`config.mk`:
```
export PLATFORM = sky130hd
export DESIGN_NAME = alu
export DESIGN_NICKNAME = d
export VERILOG_FILES = /design/src/rtl/alu.sv
export SDC_FILE = /design/constraint.sdc
export NUM_CORES = 1
export LEC_CHECK = 0
export CORE_MARGIN = 3
export CORE_UTILIZATION = 54
export CTS_CLUSTER_DIAMETER = 60
export DETAILED_ROUTE_END_ITERATION = 10
export PLACE_DENSITY = 0.85
export SYNTH_ARGS = -nofsm -noshare
export SYNTH_HDL_FRONTEND = slang
export SYNTH_SLANG_ARGS = --single-unit
```
`constraint.sdc`:
```
create_clock -name clk -period 3.3 [get_ports clk]
set_clock_uncertainty 0.15 [all_clocks]
set_input_delay 0.33 -clock clk [delete_from_list [all_inputs] [get_ports clk]]
set_output_delay 0.33 -clock clk [all_outputs]
set_load 0.02 [all_outputs]
```
`src/rtl/alu.sv`:
```
`default_nettype none
// ============================================================================
// Module   : alu
// Purpose  : WIDTH-bit arithmetic/logic unit. The result y is purely
//            combinational. The status flags {C, V, Z, N} are captured in a
//            4-bit register on every rising clock edge. This block also serves
//            as the datapath adder of the Fibonacci sequencer (opcode 000).
// Revision : 1.0  initial release
// ----------------------------------------------------------------------------
// Ports (positional order: clk, s, a, b, f, y, rst)
//   clk  in   1      clock; the flag register loads on the rising edge
//   s    in   3      opcode
//                      000 add   001 sub   010 and   011 or
//                      100 xor   101 not   110 slt   111 pass
//   a    in   WIDTH  operand A (unsigned or two's complement)
//   b    in   WIDTH  operand B
//   f    out  4      registered flags {C, V, Z, N}: f[3]=C ... f[0]=N
//   y    out  WIDTH  combinational result
//   rst  in   1      asynchronous reset, active low; clears f only
// ============================================================================
module alu #(
  parameter int WIDTH = 6
) (
  input  logic             clk,
  input  logic [2:0]       s,
  input  logic [WIDTH-1:0] a,
  input  logic [WIDTH-1:0] b,
  output logic [3:0]       f,
  output logic [WIDTH-1:0] y,
  input  logic             rst
);

  localparam logic [2:0] OP_ADD  = 3'b000;
  localparam logic [2:0] OP_SUB  = 3'b001;
  localparam logic [2:0] OP_AND  = 3'b010;
  localparam logic [2:0] OP_OR   = 3'b011;
  localparam logic [2:0] OP_XOR  = 3'b100;
  localparam logic [2:0] OP_NOT  = 3'b101;
  localparam logic [2:0] OP_SLT  = 3'b110;
  localparam logic [2:0] OP_PASS = 3'b111;

  localparam int MSB = WIDTH - 1;

  // Zero-extended add and subtract. The extra top bit is the carry for the
  // add. For the subtract it is set exactly when the difference went
  // negative, i.e. when unsigned a < b, which is the borrow.
  logic [WIDTH:0]   sum_ext;
  logic [WIDTH:0]   diff_ext;
  logic             slt_bit;

  logic [WIDTH-1:0] y_d;
  logic             carry_d;
  logic             ovf_d;
  logic             zero_d;
  logic             neg_d;
  logic [3:0]       flags_d;
  logic [3:0]       flags_q;

  always_comb begin
    sum_ext  = {1'b0, a} + {1'b0, b};
    diff_ext = {1'b0, a} - {1'b0, b};
    slt_bit  = ($signed(a) < $signed(b));
  end

  // Result selection and the C/V flags. Each operation only sets the
  // carry/overflow of its own kind; logic operations leave C and V at 0.
  always_comb begin
    y_d     = '0;
    carry_d = 1'b0;
    ovf_d   = 1'b0;
    case (s)
      OP_ADD: begin
        y_d     = sum_ext[WIDTH-1:0];
        carry_d = sum_ext[WIDTH];
        // Like-signed operands whose sum flips sign.
        ovf_d   = (a[MSB] == b[MSB]) && (sum_ext[MSB] != a[MSB]);
      end
      OP_SUB: begin
        y_d     = diff_ext[WIDTH-1:0];
        carry_d = diff_ext[WIDTH];
        // Unlike-signed operands whose difference takes the sign of b.
        ovf_d   = (a[MSB] != b[MSB]) && (diff_ext[MSB] != a[MSB]);
      end
      OP_AND:  y_d = a & b;
      OP_OR:   y_d = a | b;
      OP_XOR:  y_d = a ^ b;
      OP_NOT:  y_d = ~a;
      OP_SLT:  y_d = {{(WIDTH-1){1'b0}}, slt_bit};
      OP_PASS: y_d = b;
      default: y_d = '0;
    endcase
  end

  // Z and N are derived from the final result for every opcode.
  always_comb begin
    zero_d  = (y_d == '0);
    neg_d   = y_d[MSB];
    flags_d = {carry_d, ovf_d, zero_d, neg_d};
  end

  // The only state in the block. Reset clears the flags immediately and
  // holds them at zero; the first edge after release loads them normally.
  always_ff @(posedge clk or negedge rst) begin
    if (!rst) begin
      flags_q <= 4'b0000;
    end else begin
      flags_q <= flags_d;
    end
  end

  assign y = y_d;
  assign f = flags_q;

endmodule
`default_nettype wire

```
==> impl_metrics.yaml, run 1 <==
power_and_ir_drop:
  power_density_nw_per_um2: 231.7
  pwr-share-comb: 0.712
  p_int_mw: 0.2336
  finalPower_mw: 0.3922
  p_sw_mw: 0.1586
  ir_drop_uv: 169.3
  p_leak_nw: 0.8494
  switching_share: 0.4044
  p_seq_frac: 0.139
  power_frac_clock: 0.149
synthesis:
  syn_inst: 148
  synthesis.nets: 185
  ys_ff_latch: 4
  synth.avg_cell_area_um2: 7.913
  ys_seq_area_frac: 0.08547
  synthesis.area_um2: 1171
  synth_cell_types: 50
  yosys_warnings: 0
cts:
  cts_root_buf: "clkbuf_4"
  h-tree-depth: 1
  postCtsResizedCells: 5
  cts_sinks: 4
  postCtsHoldBufs: 0
  post_cts_buffers: 0
  numCtsBuffers: 3
  tritoncts: "built"
  cts.clk_slew.worst_paths_ns: 0.04
  cts_max_path_buffers: 2
timing:
  layout_setup_ws_ns: 0.1111
  fmax_ghz: 0.3136
  drv_slew: 0
  setup_violations: 0
  worstMarginPinSlew_ns: 0.3367
  post-route-min-period_ns: 3.189
  finalHoldViolCount: 0
  slew_headroom: 0.7748
  fin_crit_sh: 0.9663
place:
  finalWeightedCongestion: 0.9372
  pre_cts_slack_ns: -0.1805
  place_hpwl_um: 2701
  port_buffers: 26
drt:
  ant_nets: 0
  via_per_inst: 5.882
  drc_errors: 0
  wl_um: 3400
  firstDrtPassIters: 5
  drt_iter0_drc: 25
  wl_per_cell_um: 14.91
  dr_total_vias: 1341
floorplanning:
  core_um2: 2002
  io_pins: 27
  die_w_um: 52.57
  die_h_um: 52.57
  initial_core_util: 0.5850
  dieArea_um2: 2764
  rows: 16
worst_hold_path:
  hp-class: "primary input to asynchronous set/reset pin"
worst_setup_path:
  worstPathRequired_ns: 2.82
  path_class: "primary input to output pin"
  worst_setup_path_start_kind: "primary input"
  cp_max_fo: 2
  end_kind: "output pin"
  cp.arrival_ns: 2.71
global_routing:
  antenna_found_initial: 0
  first_global_vias: 1307
  grt_max_degree: 23
  grtUsageTotal: 0.2599
  grt_pass1_wl_um: 5568
  overflow: 0
cells_and_area:
  nNetsFinal: 240
  multi_input_area_um2: 944.7
  n_antenna_cell: 0
  n_fill_cell: 125
  largest_reg_flops: 4
  seq_area_um2: 100.1
  area_growth_pct: 44.55
  drive_above_1_share: 0.2587
run:
  cap_violations: 0
outcome:
  outcome: "complete, no violations"
-- final cells by class --
cell class              instances  area share
repair buffers                 58      0.3030
clock buffers                   3     0.01330
multi-input cells             115      0.5580
inverters                      21     0.04656
well taps                      27     0.01996
flip-flops and latches          4     0.05913
-- through the flow --
| stage | std cells | util | hold slack [ns] | instance area, um^2 | TNS, ns |
|---|---|---|---|---|---|
| 2_1_floorplan | 148 | - | -0.1156 | 1171 | 0 |
| 4_1_cts | 228 | 0.8363 | 0.1482 | 1674 | 0 |
| 5_1_grt | 228 | 0.8456 | 0.1579 | 1693 | -0.01105 |
| 3_5_place_dp | 225 | 0.8244 | 0.3893 | 1650 | -0.5315 |
| 3_3_place_gp | 225 | 0.8244 | 0.3879 | 1650 | -0.3400 |
| 6_report | 228 | 0.8456 | 0.1474 | 1693 | 0 |
-- cells in the mapped netlist, drive strengths merged --
master   number  area (um^2)
ha           18        225.2
and2          2        12.51
mux4          1        22.52
or3           1        11.26
a221o         1        10.01
dfrtp         4        100.1
a21oi         8        43.79
or3b          1        8.760
a211oi        4        30.03
o22ai         2        12.51
nor4          2        18.77
a41o          2        21.27
xnor2         1        8.760
nor3          2        10.01
xor2          1        8.760
buf           8        67.56
a21o          3        23.77
o21bai        1        7.510
o32ai         3        26.28
and3          1        6.260
a2bb2oi       1        8.760
or2           2        12.51
mux2          1        11.26
o211ai        1        7.510
mux2i         5        50.05
inv          21        78.83
o31a          1        8.760
a31oi         2        12.51
nand2b        4        25.02
and4          1        8.760
o22a          1        8.760
nand3         3        20.02
fa            2        40.04
o221ai        2        17.52
a221oi        3        26.28
nand2         8        30.03
or2b          1        8.760
a211o         1        8.760
nor2         10        37.54
nor2b         7        43.79
o32a          1        10.01
o21ai         4        20.02
-- worst max path at each step --
stage / endpoint / depth (start not counted) / start / slack (ns)
detailed placement: y[5] / 9 / b[2] / -0.18
floorplan: y[4] / 6 / a[0] / 0.71
global placement: y[5] / 9 / a[2] / -0.13
CTS: y[0] / 10 / a[0] / 0.07
finish: y[0] / 10 / a[0] / 0.11
global route: y[4] / 10 / b[0] / -0.01
-- cell usage in the layout (no fill, tap or decap), types with 3 or more instances in the layout --
| master | n |
|---|---|
| o21ai_0 | 4 |
| nor2b_1 | 7 |
| dfrtp_1 | 4 |
| a211oi_1 | 3 |
| clkdlybuf4s50_1 | 20 |
| clkbuf_4 | 3 |
| dlygate4sd2_1 | 4 |
| a21oi_1 | 6 |
| inv_1 | 19 |
| mux2i_1 | 5 |
| ha_1 | 18 |
| nand2_1 | 8 |
| o32ai_1 | 3 |
| nand2b_1 | 4 |
| buf_4 | 31 |
| nor2_1 | 10 |
-- logic make-up after synthesis --
logic type      count (synthesis)  share of synthesized area
flops                           4                    0.08547
xor+xnor                        2                    0.01496
buf+inv                        29                     0.1250
simple gates                   45                     0.2169
compound gates                 41                     0.2596
fa+ha+maj                      20                     0.2265
mux                             7                    0.07158
-- power groups by stage --
stage          combinational, mW  clock, mW  sequential, mW
6_report                   0.279     0.0585          0.0545
5_1_grt                    0.302     0.0638          0.0547
4_1_cts                    0.273     0.0599          0.0546
3_5_place_dp               0.274          0          0.0552
3_3_place_gp               0.267          0          0.0551
2_1_floorplan              0.148          0          0.0607
-- per-layer routing --
metal / wire (um) / GRT usage / vias to the layer above
met2: 1691 / 0.4607 / 74
li1: - / - / 638
met3: 210 / 0.02849 / 13
met5: 0 / 0 / -
met1: 1410 / 0.3179 / 616
met4: 87 / 0.09362 / 0
-- worst max-delay path: stages --
cell	delay, ns
clkdlybuf4s50_1	0.49
inv_1	0.06
ha_1	0.23
fa_1	0.41
nor3_2	0.22
o31a_1	0.19
nor4_1	0.06
a21o_1	0.15
a41o_1	0.25
dlygate4sd2_1	0.32
No activity file was read; power rests on OpenSTA's default activity.
==> run 2: changes to the inputs <==
==> constraint.sdc (replaced) <==
create_clock -name clk -period 3.3 [get_ports clk]
set_clock_uncertainty 0.15 [all_clocks]
set_input_delay 0.495 -clock clk [delete_from_list [all_inputs] [get_ports clk]]
set_output_delay 0.495 -clock clk [all_outputs]
set_load 0.02 [all_outputs]
==> impl_metrics.yaml, run 2 <==
outcome:
  outcome: "stopped before the end"
  lastStage: "global routing"
  tool.error: "[ERROR GRT-0232] Routing congestion too high. Check the congestion heatmap in the GUI."
timing:
  endpoint_type: "primary output"
  grt_worst_setup_endpoint: "y[4]"
synthesis:
  synthesis.area_um2: 1171
  synth_top_area_cell: "ha_1"
  synth.avg_cell_area_um2: 7.913
  synth-edff-count: 0
  synth_common_cells: "inv_1, ha_1, nor2_1"
  synthesis.nets: 185
  ys_async_sr_fraction: 1.000
  synth_most_common_cell: "inv_1"
  synth-main-ff-cell: "dfrtp_1"
  synth_top_area_frac: 0.1923
  ys_top_cells_by_area: "ha_1, dfrtp_1, inv_1"
  yosys_warnings: 0
  synth_cell_types: 50
  ys_seq_area_frac: 0.08547
  syn_inst: 148
  ys_ff_latch: 4
global_routing:
  grt_max_degree: 20
  grtUsageTotal: 0.6415
  overflow: 14
floorplanning:
  initial_core_util: 0.5850
  io_pins: 27
  rows: 16
  die_w_um: 52.57
  die_h_um: 52.57
place:
  finalWeightedCongestion: 1.006
  port_buffers: 26
  post_dp_cell_area_um2: 1778
  place_hpwl_um: 3493
  pre_cts_slack_ns: -0.6518
cts:
  cts_max_path_buffers: 2
  postCtsHoldBufs: 0
  h-tree-depth: 1
  cts_root_buf: "clkbuf_4"
  numCtsBuffers: 3
  cts_sinks: 4
## run 2: cell counts after synthesis
No cell type changed its count.
## run 2: cell families after synthesis
group / count (synthesis) / synth area share
simple gates: 45 / 0.2169
compound gates: 41 / 0.2596
buf+inv: 29 / 0.1250
fa+ha+maj: 20 / 0.2265
mux: 7 / 0.07158
flops: 4 / 0.08547
xor+xnor: 2 / 0.01496
## run 2: what timing repair did
item                                    in CTS
endpoints found under the setup margin       6
resized for setup                           37
pin swaps                                    5
buffers inserted                             1
## run 2: per-stage QoR
step | std cells | utilization | TNS [ns]
floorplan | 148 | - | 0
global placement | 242 | 0.8881 | -2.202
detailed placement | 242 | 0.8881 | -2.761
CTS | 246 | 0.9256 | 0
## run 2: metal layers
layer | global-route usage | overflow
met5 | 0.04762 | 0
met1 | 0.6010 | 0
met4 | 0.6809 | 5
met3 | 0.4986 | 1
met2 | 0.8264 | 8
==> run 3: changes to the inputs <==
==> config.mk (replaced) <==
export PLATFORM = sky130hd
export DESIGN_NAME = alu
export DESIGN_NICKNAME = d
export VERILOG_FILES = /design/src/rtl/alu.sv
export SDC_FILE = /design/constraint.sdc
export NUM_CORES = 1
export LEC_CHECK = 0
export CORE_AREA = 3 3 64 66
export DETAILED_ROUTE_END_ITERATION = 10
export DIE_AREA = 0 0 67 69
export PLACE_DENSITY_LB_ADDON = 0.15
export SYNTH_ARGS = -nofsm -noshare
export SYNTH_HDL_FRONTEND = slang
export SYNTH_SLANG_ARGS = --single-unit
==> impl_metrics.yaml, run 3 (same netlist as run 1, synthesis figures left out) <==
place:
  port_buffers: 26
  finalWeightedCongestion: 0.8992
  pre_cts_slack_ns: -0.5367
  place_hpwl_um: 3130
floorplanning:
  dieArea_um2: 4623
  initial_core_util: 0.3223
  die_w_um: 67
  die_h_um: 69
  core_um2: 3633
  io_pins: 27
  rows: 22
worst_setup_path:
  critPathCapture: "y[5]"
  worstPathRequired_ns: 2.65
  cp-startpoint: "a[1]"
  worst_setup_path_start_kind: "primary input"
  path_class: "primary input to output pin"
  end_kind: "output pin"
  cp.arrival_ns: 2.54
  cp_max_fo: 3
global_routing:
  met3_usage: 0.01629
  first_global_vias: 1423
  overflow: 0
  grt_pass1_wl_um: 6237
  grt_use_met1: 0.2160
  gr-max-usage-layer: "met2"
  grt_use_met2: 0.2893
  grt_max_degree: 11
  grtUsageTotal: 0.1672
  antenna_found_initial: 0
cells_and_area:
  nNetsFinal: 269
  area_growth_pct: 69.66
  drive_above_1_share: 0.4130
  largest_reg_flops: 4
  layout_common_cells: "buf_4, inv_1, clkdlybuf4s50_1, ha_1, nor2_1"
  layout_commonest_cell: "buf_4"
  fin_util: 0.5468
  n_antenna_cell: 0
  n_fill_cell: 356
timing:
  worstMarginPinSlew_ns: 0.3447
  fin_hold_ws_ns: 0.3323
  fin_crit_sh: 0.9665
  layout_setup_ws_ns: 0.1105
  rsz0062_at_grt: "false"
  post-route-min-period_ns: 3.189
  setup_violations: 0
  drv_slew: 0
  fin_tns_setup_ns: 0
  fmax_ghz: 0.3135
  slew_headroom: 0.7693
  finalHoldViolCount: 0
run:
  cap_violations: 0
drt:
  ant_nets: 0
  drt_iter0_drc: 40
  wl_per_cell_um: 13.24
  via_per_inst: 4.953
  firstDrtPassIters: 4
  dr_total_vias: 1377
  wl_um: 3680
  drc_errors: 0
cts:
  cts_max_path_buffers: 2
  cts.clk_slew.worst_paths_ns: 0.03
  cts_sinks: 4
  numCtsBuffers: 3
  h-tree-depth: 1
  postCtsHoldBufs: 0
  tritoncts: "built"
  cts_root_buf: "clkbuf_8"
worst_hold_path:
  hp-class: "primary input to asynchronous set/reset pin"
outcome:
  outcome: "complete, no violations"
power_and_ir_drop:
  p_leak_nw: 0.9862
  finalPower_mw: 0.4757
  ir_drop_uv: 67.04
  power_density_nw_per_um2: 239.4
[run 3: power breakdown]
group | switching, mW | leakage (nW) | internal (mW)
combinational | 0.150 | 0.913 | 0.171
clock | 0.0218 | 0.0216 | 0.0774
sequential | 0.00108 | 0.0520 | 0.0535
[run 3: layout make-up]
class,count,area [um^2],share of cell area
multi-input cells,115,1005,0.5057
repair buffers,87,701.9,0.3533
flip-flops and latches,4,100.1,0.05038
inverters,21,78.83,0.03967
well taps,48,60.06,0.03023
clock buffers,3,41.29,0.02078
[run 3: stage by stage]
| step | area [um^2] | instances |
|---|---|---|
| 5_1_grt | 1987 | 278 |
| 2_1_floorplan | 1171 | 148 |
| 4_1_cts | 1938 | 277 |
| 3_5_place_dp | 1867 | 273 |
| 6_report | 1987 | 278 |
| 3_3_place_gp | 1867 | 273 |
[run 3: timing repair]
action	in CTS	in global routing
pin swaps	2	4
setup endpoints to repair	6	6
setup buffers	1	1
cloned	0	0
resized for setup	26	14
[run 3: routing by layer]
layer  routed length [um]  vias to the layer above
met2                 1835                       34
li1                     -                      694
met3                  171                        2
met5                    0                        -
met4                   12                        0
met1                 1661                      647
[run 3: worst min path at each step]
stage | startpoint | endpoint
detailed placement | rst | f[1]$_DFF_PN0_
global route | rst | f[2]$_DFF_PN0_
finish | rst | f[3]$_DFF_PN0_
CTS | rst | f[3]$_DFF_PN0_
floorplan | rst | f[0]$_DFF_PN0_
global placement | rst | f[0]$_DFF_PN0_
[run 3: worst max-delay path, cell delays in order]
cell             delay [ns]
clkdlybuf4s50_1        0.47
inv_1                  0.09
ha_1                   0.31
buf_4                  0.11
nand3_1                0.10
a211o_1                0.32
and2_1                 0.18
a2bb2oi_2              0.15
o221ai_2               0.13
buf_4                  0.18
